===== config.mk =====
export PLATFORM = sky130hd
export DESIGN_NAME = sync_fifo_param_flat
export DESIGN_NICKNAME = d
export VERILOG_FILES = /design/src/rtl/sync_fifo_param_if.sv /design/src/rtl/sync_fifo_param.sv /design/src/flat_wrapper.sv
export SDC_FILE = /design/constraint.sdc
export NUM_CORES = 1
export LEC_CHECK = 0
export ABC_CLOCK_PERIOD_IN_PS = 3300
export CAP_MARGIN = 20
export CORE_ASPECT_RATIO = 0.7
export CORE_UTILIZATION = 60
export DETAILED_ROUTE_END_ITERATION = 10
export DONT_BUFFER_PORTS = 1
export PLACE_DENSITY = 0.83
export SLEW_MARGIN = 20
export SYNTH_ARGS = -nofsm -noshare
export SYNTH_HDL_FRONTEND = slang
export SYNTH_SLANG_ARGS = --single-unit

===== constraint.sdc =====
create_clock -name iClk -period 3.3 [get_ports iClk]
set_input_delay 0.66 -clock iClk [delete_from_list [all_inputs] [get_ports iClk]]
set_output_delay 0.66 -clock iClk [all_outputs]
set_load 0.03 [all_outputs]

===== src/rtl/sync_fifo_param_if.sv =====
// Handshake and status bundle for sync_fifo_param.
// The master side drives requests and the slave (FIFO) side drives data and status.
interface sync_fifo_param_if #(
  parameter int DATA_W = 8,
  parameter int ADDR_W = 4
);
  logic              iPush;
  logic [DATA_W-1:0] iWrData;
  logic              iPop;
  logic              iClrErr;
  logic [DATA_W-1:0] oRdData;
  logic              oFull;
  logic              oEmpty;
  logic              oAlmostFull;
  logic              oAlmostEmpty;
  logic [ADDR_W:0]   oCount;
  logic              oOverflow;
  logic              oUnderflow;

  modport master (
    output iPush, iWrData, iPop, iClrErr,
    input  oRdData, oFull, oEmpty, oAlmostFull, oAlmostEmpty, oCount, oOverflow, oUnderflow
  );

  modport slave (
    input  iPush, iWrData, iPop, iClrErr,
    output oRdData, oFull, oEmpty, oAlmostFull, oAlmostEmpty, oCount, oOverflow, oUnderflow
  );
endinterface


===== src/rtl/sync_fifo_param.sv =====
// Single-clock show-ahead FIFO; status reflects an accepted request one cycle after the edge.
// Push refused only when full without a same-cycle pop; refused pushes/pops set sticky error flags.
module sync_fifo_param #(
  parameter int DATA_W = 8,
  parameter int ADDR_W = 4,
  parameter int AF_LVL = (1 << ADDR_W) - 2,
  parameter int AE_LVL = 2
) (
  input logic              iClk,
  input logic              iRst_n,
  sync_fifo_param_if.slave fifoIf
);
  localparam int DEPTH = 1 << ADDR_W;
  localparam int PTR_W = ADDR_W + 1;
  localparam logic [PTR_W-1:0] AF_THR = PTR_W'(AF_LVL);
  localparam logic [PTR_W-1:0] AE_THR = PTR_W'(AE_LVL);

  logic [DATA_W-1:0] mem [DEPTH];
  logic [PTR_W-1:0]  rWrPtr;
  logic [PTR_W-1:0]  rRdPtr;
  logic [PTR_W-1:0]  count;
  logic              rOverflow;
  logic              rUnderflow;
  logic              full;
  logic              empty;
  logic              popOk;
  logic              pushOk;
  logic              pushRej;
  logic              popRej;

  initial begin
    if (AF_LVL < 1 || AF_LVL > DEPTH)
      $error("sync_fifo_param: AF_LVL=%0d outside legal range 1..%0d", AF_LVL, DEPTH);
    if (AE_LVL < 0 || AE_LVL > DEPTH - 1)
      $error("sync_fifo_param: AE_LVL=%0d outside legal range 0..%0d", AE_LVL, DEPTH - 1);
  end

  assign count = rWrPtr - rRdPtr;
  assign empty = (rWrPtr == rRdPtr);
  assign full  = (rWrPtr[ADDR_W-1:0] == rRdPtr[ADDR_W-1:0]) &&
                 (rWrPtr[ADDR_W] != rRdPtr[ADDR_W]);

  // A pop on a full FIFO frees the head slot, so the push may land in it this same edge.
  assign popOk   = fifoIf.iPop && !empty;
  assign pushOk  = fifoIf.iPush && (!full || popOk);
  assign pushRej = fifoIf.iPush && !pushOk;
  assign popRej  = fifoIf.iPop && !popOk;

  always_ff @(posedge iClk) begin
    if (!iRst_n) begin
      rWrPtr     <= '0;
      rRdPtr     <= '0;
      rOverflow  <= 1'b0;
      rUnderflow <= 1'b0;
    end else begin
      if (pushOk)
        rWrPtr <= rWrPtr + PTR_W'(1);
      if (popOk)
        rRdPtr <= rRdPtr + PTR_W'(1);
      // New errors win over a same-cycle clear.
      rOverflow  <= (rOverflow  && !fifoIf.iClrErr) || pushRej;
      rUnderflow <= (rUnderflow && !fifoIf.iClrErr) || popRej;
    end
  end

  always_ff @(posedge iClk) begin
    if (iRst_n && pushOk)
      mem[rWrPtr[ADDR_W-1:0]] <= fifoIf.iWrData;
  end

  assign fifoIf.oRdData      = mem[rRdPtr[ADDR_W-1:0]];
  assign fifoIf.oFull        = full;
  assign fifoIf.oEmpty       = empty;
  assign fifoIf.oAlmostFull  = (count >= AF_THR);
  assign fifoIf.oAlmostEmpty = (count <= AE_THR);
  assign fifoIf.oCount       = count;
  assign fifoIf.oOverflow    = rOverflow;
  assign fifoIf.oUnderflow   = rUnderflow;
endmodule

===== src/flat_wrapper.sv =====
// flat-port wrapper written by rule: the top's interface ports become plain ports
module sync_fifo_param_flat 
#(
  parameter int DATA_W = 8,
  parameter int ADDR_W = 4,
  parameter int AF_LVL = (1 << ADDR_W) - 2,
  parameter int AE_LVL = 2
)
  (iClk, iRst_n, fifoIf_iPush, fifoIf_iWrData, fifoIf_iPop, fifoIf_iClrErr, fifoIf_oRdData, fifoIf_oFull, fifoIf_oEmpty, fifoIf_oAlmostFull, fifoIf_oAlmostEmpty, fifoIf_oCount, fifoIf_oOverflow, fifoIf_oUnderflow);
  sync_fifo_param_if #(.DATA_W(DATA_W), .ADDR_W(ADDR_W)) fifoIf_i ();
  input logic iClk;
  input logic iRst_n;
  input wire logic [$bits(fifoIf_i.iPush)-1:0] fifoIf_iPush;
  input wire logic [$bits(fifoIf_i.iWrData)-1:0] fifoIf_iWrData;
  input wire logic [$bits(fifoIf_i.iPop)-1:0] fifoIf_iPop;
  input wire logic [$bits(fifoIf_i.iClrErr)-1:0] fifoIf_iClrErr;
  output wire logic [$bits(fifoIf_i.oRdData)-1:0] fifoIf_oRdData;
  output wire logic [$bits(fifoIf_i.oFull)-1:0] fifoIf_oFull;
  output wire logic [$bits(fifoIf_i.oEmpty)-1:0] fifoIf_oEmpty;
  output wire logic [$bits(fifoIf_i.oAlmostFull)-1:0] fifoIf_oAlmostFull;
  output wire logic [$bits(fifoIf_i.oAlmostEmpty)-1:0] fifoIf_oAlmostEmpty;
  output wire logic [$bits(fifoIf_i.oCount)-1:0] fifoIf_oCount;
  output wire logic [$bits(fifoIf_i.oOverflow)-1:0] fifoIf_oOverflow;
  output wire logic [$bits(fifoIf_i.oUnderflow)-1:0] fifoIf_oUnderflow;
  assign fifoIf_i.iPush = fifoIf_iPush;
  assign fifoIf_i.iWrData = fifoIf_iWrData;
  assign fifoIf_i.iPop = fifoIf_iPop;
  assign fifoIf_i.iClrErr = fifoIf_iClrErr;
  assign fifoIf_oRdData = fifoIf_i.oRdData;
  assign fifoIf_oFull = fifoIf_i.oFull;
  assign fifoIf_oEmpty = fifoIf_i.oEmpty;
  assign fifoIf_oAlmostFull = fifoIf_i.oAlmostFull;
  assign fifoIf_oAlmostEmpty = fifoIf_i.oAlmostEmpty;
  assign fifoIf_oCount = fifoIf_i.oCount;
  assign fifoIf_oOverflow = fifoIf_i.oOverflow;
  assign fifoIf_oUnderflow = fifoIf_i.oUnderflow;
  sync_fifo_param #(.DATA_W(DATA_W), .ADDR_W(ADDR_W), .AF_LVL(AF_LVL), .AE_LVL(AE_LVL)) u_core (.iClk(iClk), .iRst_n(iRst_n), .fifoIf(fifoIf_i));
endmodule

==> flow_summary.toml <==
[power]
swShare_pct = 23.7
pwr-share-seq_pct = 43.3
p_int_uw = 3610
power.leakage_uw = 0.00219
irDropWorstVdd_uv = 656
p_clk_share_pct = 42.7
comb_power_share_pct = 14.0
p_per_area_nw_per_um2 = 708
power.total_uw = 4740
p_sw_uw = 1120

[synthesis]
synth_area_leaders = "edfxtp_1 66%, mux4_2 12%, dfxtp_1 5.5%"
synth_top_area_cell = "edfxtp_1"
syn-num-nets = 341
synth.distinct_cells = 38
synth-simple-area-share_pct = 5.39
synth_area_um2 = 5800
yosysSeqAreaShare_pct = 71.8
synth_xor_area_share_pct = 1.49
synth_compound_area_share_pct = 4.87
ys_ff_latch = 144
synthAdderAreaFrac_pct = 2.29
synth-warning-count = 0
synth.avg_cell_area_um2 = 18.2
synth_top_family_by_area = "multiplexers"
syn_inst = 318
yosysTopAreaCellShare_pct = 66.2
muxShareOfSynthArea_pct = 12.6

[worst_setup_path]
start_kind = "flop"
r2r_setup_slack_ns = 0.78
cp_max_fo = 4
reg2reg_to = "u_core.mem[10][7]"
worstRegToRegCells = 7
end_kind = "primary output"
required_ns = 2.64
cp.arrival_ns = 2.55
criticalPathCategory = "reg -> out"
timing.rr.start = "u_core.rRdPtr[2]"

[clocking]
cts_made_buffers = 17
hold_buffers = 0
cts_max_level = 4
cts_sinks = 144
cts_buffer_depth = 2
cts_tree = "done"
root_buffer = "clkbuf_16"
clock_latency_ns = 0.41
path_clk_slew_ns = 0.06

[layout]
fin_nets = 363
syn2layout_area_growth_pct = 15.3
diodes = 0
instances_no_fill = 476
fin_util_pct = 72.6
drive_gt1_share_pct = 25.0

[sta]
clock_skew_ns = 0.00790
finalCriticalPeriod_ns = 3.21
final.period_utilization_pct = 97.2
tightest_slew_ns = 0.854
hold_viol_final = 0
max-slew-margin-rel_pct = 42.8
clock.fmax_mhz = 312
report.final.slew_viol_count = 0
fin_tns_setup_ns = 0
rsz0062_at_grt = "no"
setup_viol = 0

[min_path]
hp-start = "fifoIf_iWrData[5]"
min_path_cells = 0
holdPathEnd = "u_core.mem[1][5]"
hold_class = "in -> reg"

[floorplan]
die_w_um = 120
start_util_pct = 63.0
die-area_um2 = 10100
ioPinCount = 32
die_y_um = 84.3
design.core.area_um2 = 9220
fp-row-count = 29

[status]
status = "finished clean"

[global_route]
grt_use_total_pct = 26.1
antenna_found_initial = 0
grt_max_degree = 33
grt_pass1_vias = 3105
grt_pass1_wl_mm = 18.4
grt_overflow_total = 0

[detailed_routing]
dr.pass1.iters = 6
routed-via-count = 3108
ant_nets = 0
drc = 0
wl_per_cell_um = 25.1
viasPerCell = 6.53
drt_wl_total_mm = 11.9
drt-initial-drc-count = 381

[place]
dp.final_hpwl_mm = 7.46
port_buffers = 0
dp_cells = 445
gp_congestion = 0.784

[job]
cap_violations = 0
power groups by stage:
stage	Clock, µW	Sequential [µW]	Combinational [µW]
global placement	0	2090	612
detailed placement	0	2090	625
CTS	2050	2050	647
finish	2020	2050	664
floorplan	0	2060	537
global route	2110	2050	699
metrics by stage:
step	setup WS (ns)	instance area [µm²]	hold WS, ns
2_1_floorplan	0.232	5800	0.478
3_3_place_gp	0.524	6030	0.532
3_5_place_dp	0.443	6030	0.537
4_1_cts	0.0352	6670	0.325
5_1_grt	0.0198	6690	0.324
6_report	0.0924	6690	0.342
layout by cell type, fill, tap and decap left out, types with 3 or more instances in the layout:
cell type  count
edfxtp_1     128
mux4_2        32
nor2_1        20
clkbuf_16     17
a22oi_1       16
buf_4         15
dfxtp_1       14
nand2_1       11
and2_1         9
ha_1           9
inv_1          8
nand3_1        7
nor2b_1        6
o21ai_0        6
clkinv_2       6
or3_1          5
xnor2_1        5
bufinv_16      5
a21boi_1       3
how the worst max path moves through the flow:
| stage | start | to | cells past startpoint |
|---|---|---|---|
| 5_1_grt | u_core.rWrPtr[0] | fifoIf_oAlmostEmpty | 9 |
| 3_5_place_dp | u_core.rWrPtr[0] | fifoIf_oAlmostFull | 8 |
| 3_3_place_gp | u_core.rWrPtr[0] | fifoIf_oAlmostFull | 8 |
| 2_1_floorplan | u_core.rWrPtr[0] | fifoIf_oAlmostEmpty | 8 |
| 4_1_cts | u_core.rWrPtr[0] | fifoIf_oAlmostEmpty | 9 |
| 6_report | u_core.rRdPtr[0] | fifoIf_oAlmostEmpty | 8 |
synthesized netlist by cell type, drive strengths merged:
cell / n
ha: 9
fa: 1
clkbuf: 5
nand3: 7
o22ai: 1
a21boi: 3
o211ai: 1
or3: 5
mux2i: 1
inv: 9
and4: 1
and2: 9
a211oi: 1
nand2: 11
mux4: 32
edfxtp: 128
a21oi: 2
a41o: 1
nand3b: 2
a21o: 2
nor2b: 6
buf: 8
xnor2: 7
a22oi: 16
o31ai: 1
dfxtp: 16
nor2: 20
o21a: 1
xor2: 2
nand4: 1
o311ai: 2
o21ai: 7
sequential cells by signal (all words and copies together) (netlist names), named ones only:
register / flops
u_core.fifoIf.oOverflow: 1
u_core.fifoIf.oUnderflow: 1
u_core.mem: 128
u_core.rRdPtr: 5
u_core.rWrPtr: 5
layout make-up:
class	count	area, µm²
Clock buffer	17	425
Fill cell	528	2530
Clock inverter	14	196
Multi-Input combinational cell	152	1580
Tap cell	124	155
Sequential cell	144	4170
Timing Repair Buffer	16	133
Inverter	9	33.8
cell families after synthesis:
logic type | count (synthesis)
multiplexers | 33
AND/OR/NAND/NOR | 62
buffers and inverters | 22
flip-flops | 144
XOR/XNOR | 9
AO/OA/AOI/OAI | 38
adder cells (fa/ha/maj) | 10
critical path, cell delays in order, from the launching register on:
cell and delay (ns):
dfxtp_1 0.41, ha_1 0.20, inv_1 0.05, fa_1 0.39
a21o_1 0.21, a21oi_4 0.21, xnor2_4 0.17, a211oi_2 0.29
buf_4 0.21
layer usage:
metal / vias up / global-route usage, % / wire [µm]
li1: 1309 / - / -
met1: 1577 / 36.3 / 4760
met2: 188 / 38.0 / 5600
met3: 34 / 8.08 / 1220
met4: 0 / 12.8 / 348
met5: - / 0 / 0
timing repair:
action | CTS | global route
pin swaps | 0 | 2
resized for setup | 2 | 5
setup buffers | 0 | 0
endpoints found under the setup margin | 2 | 2
Power figures use the tool's default switching activity.
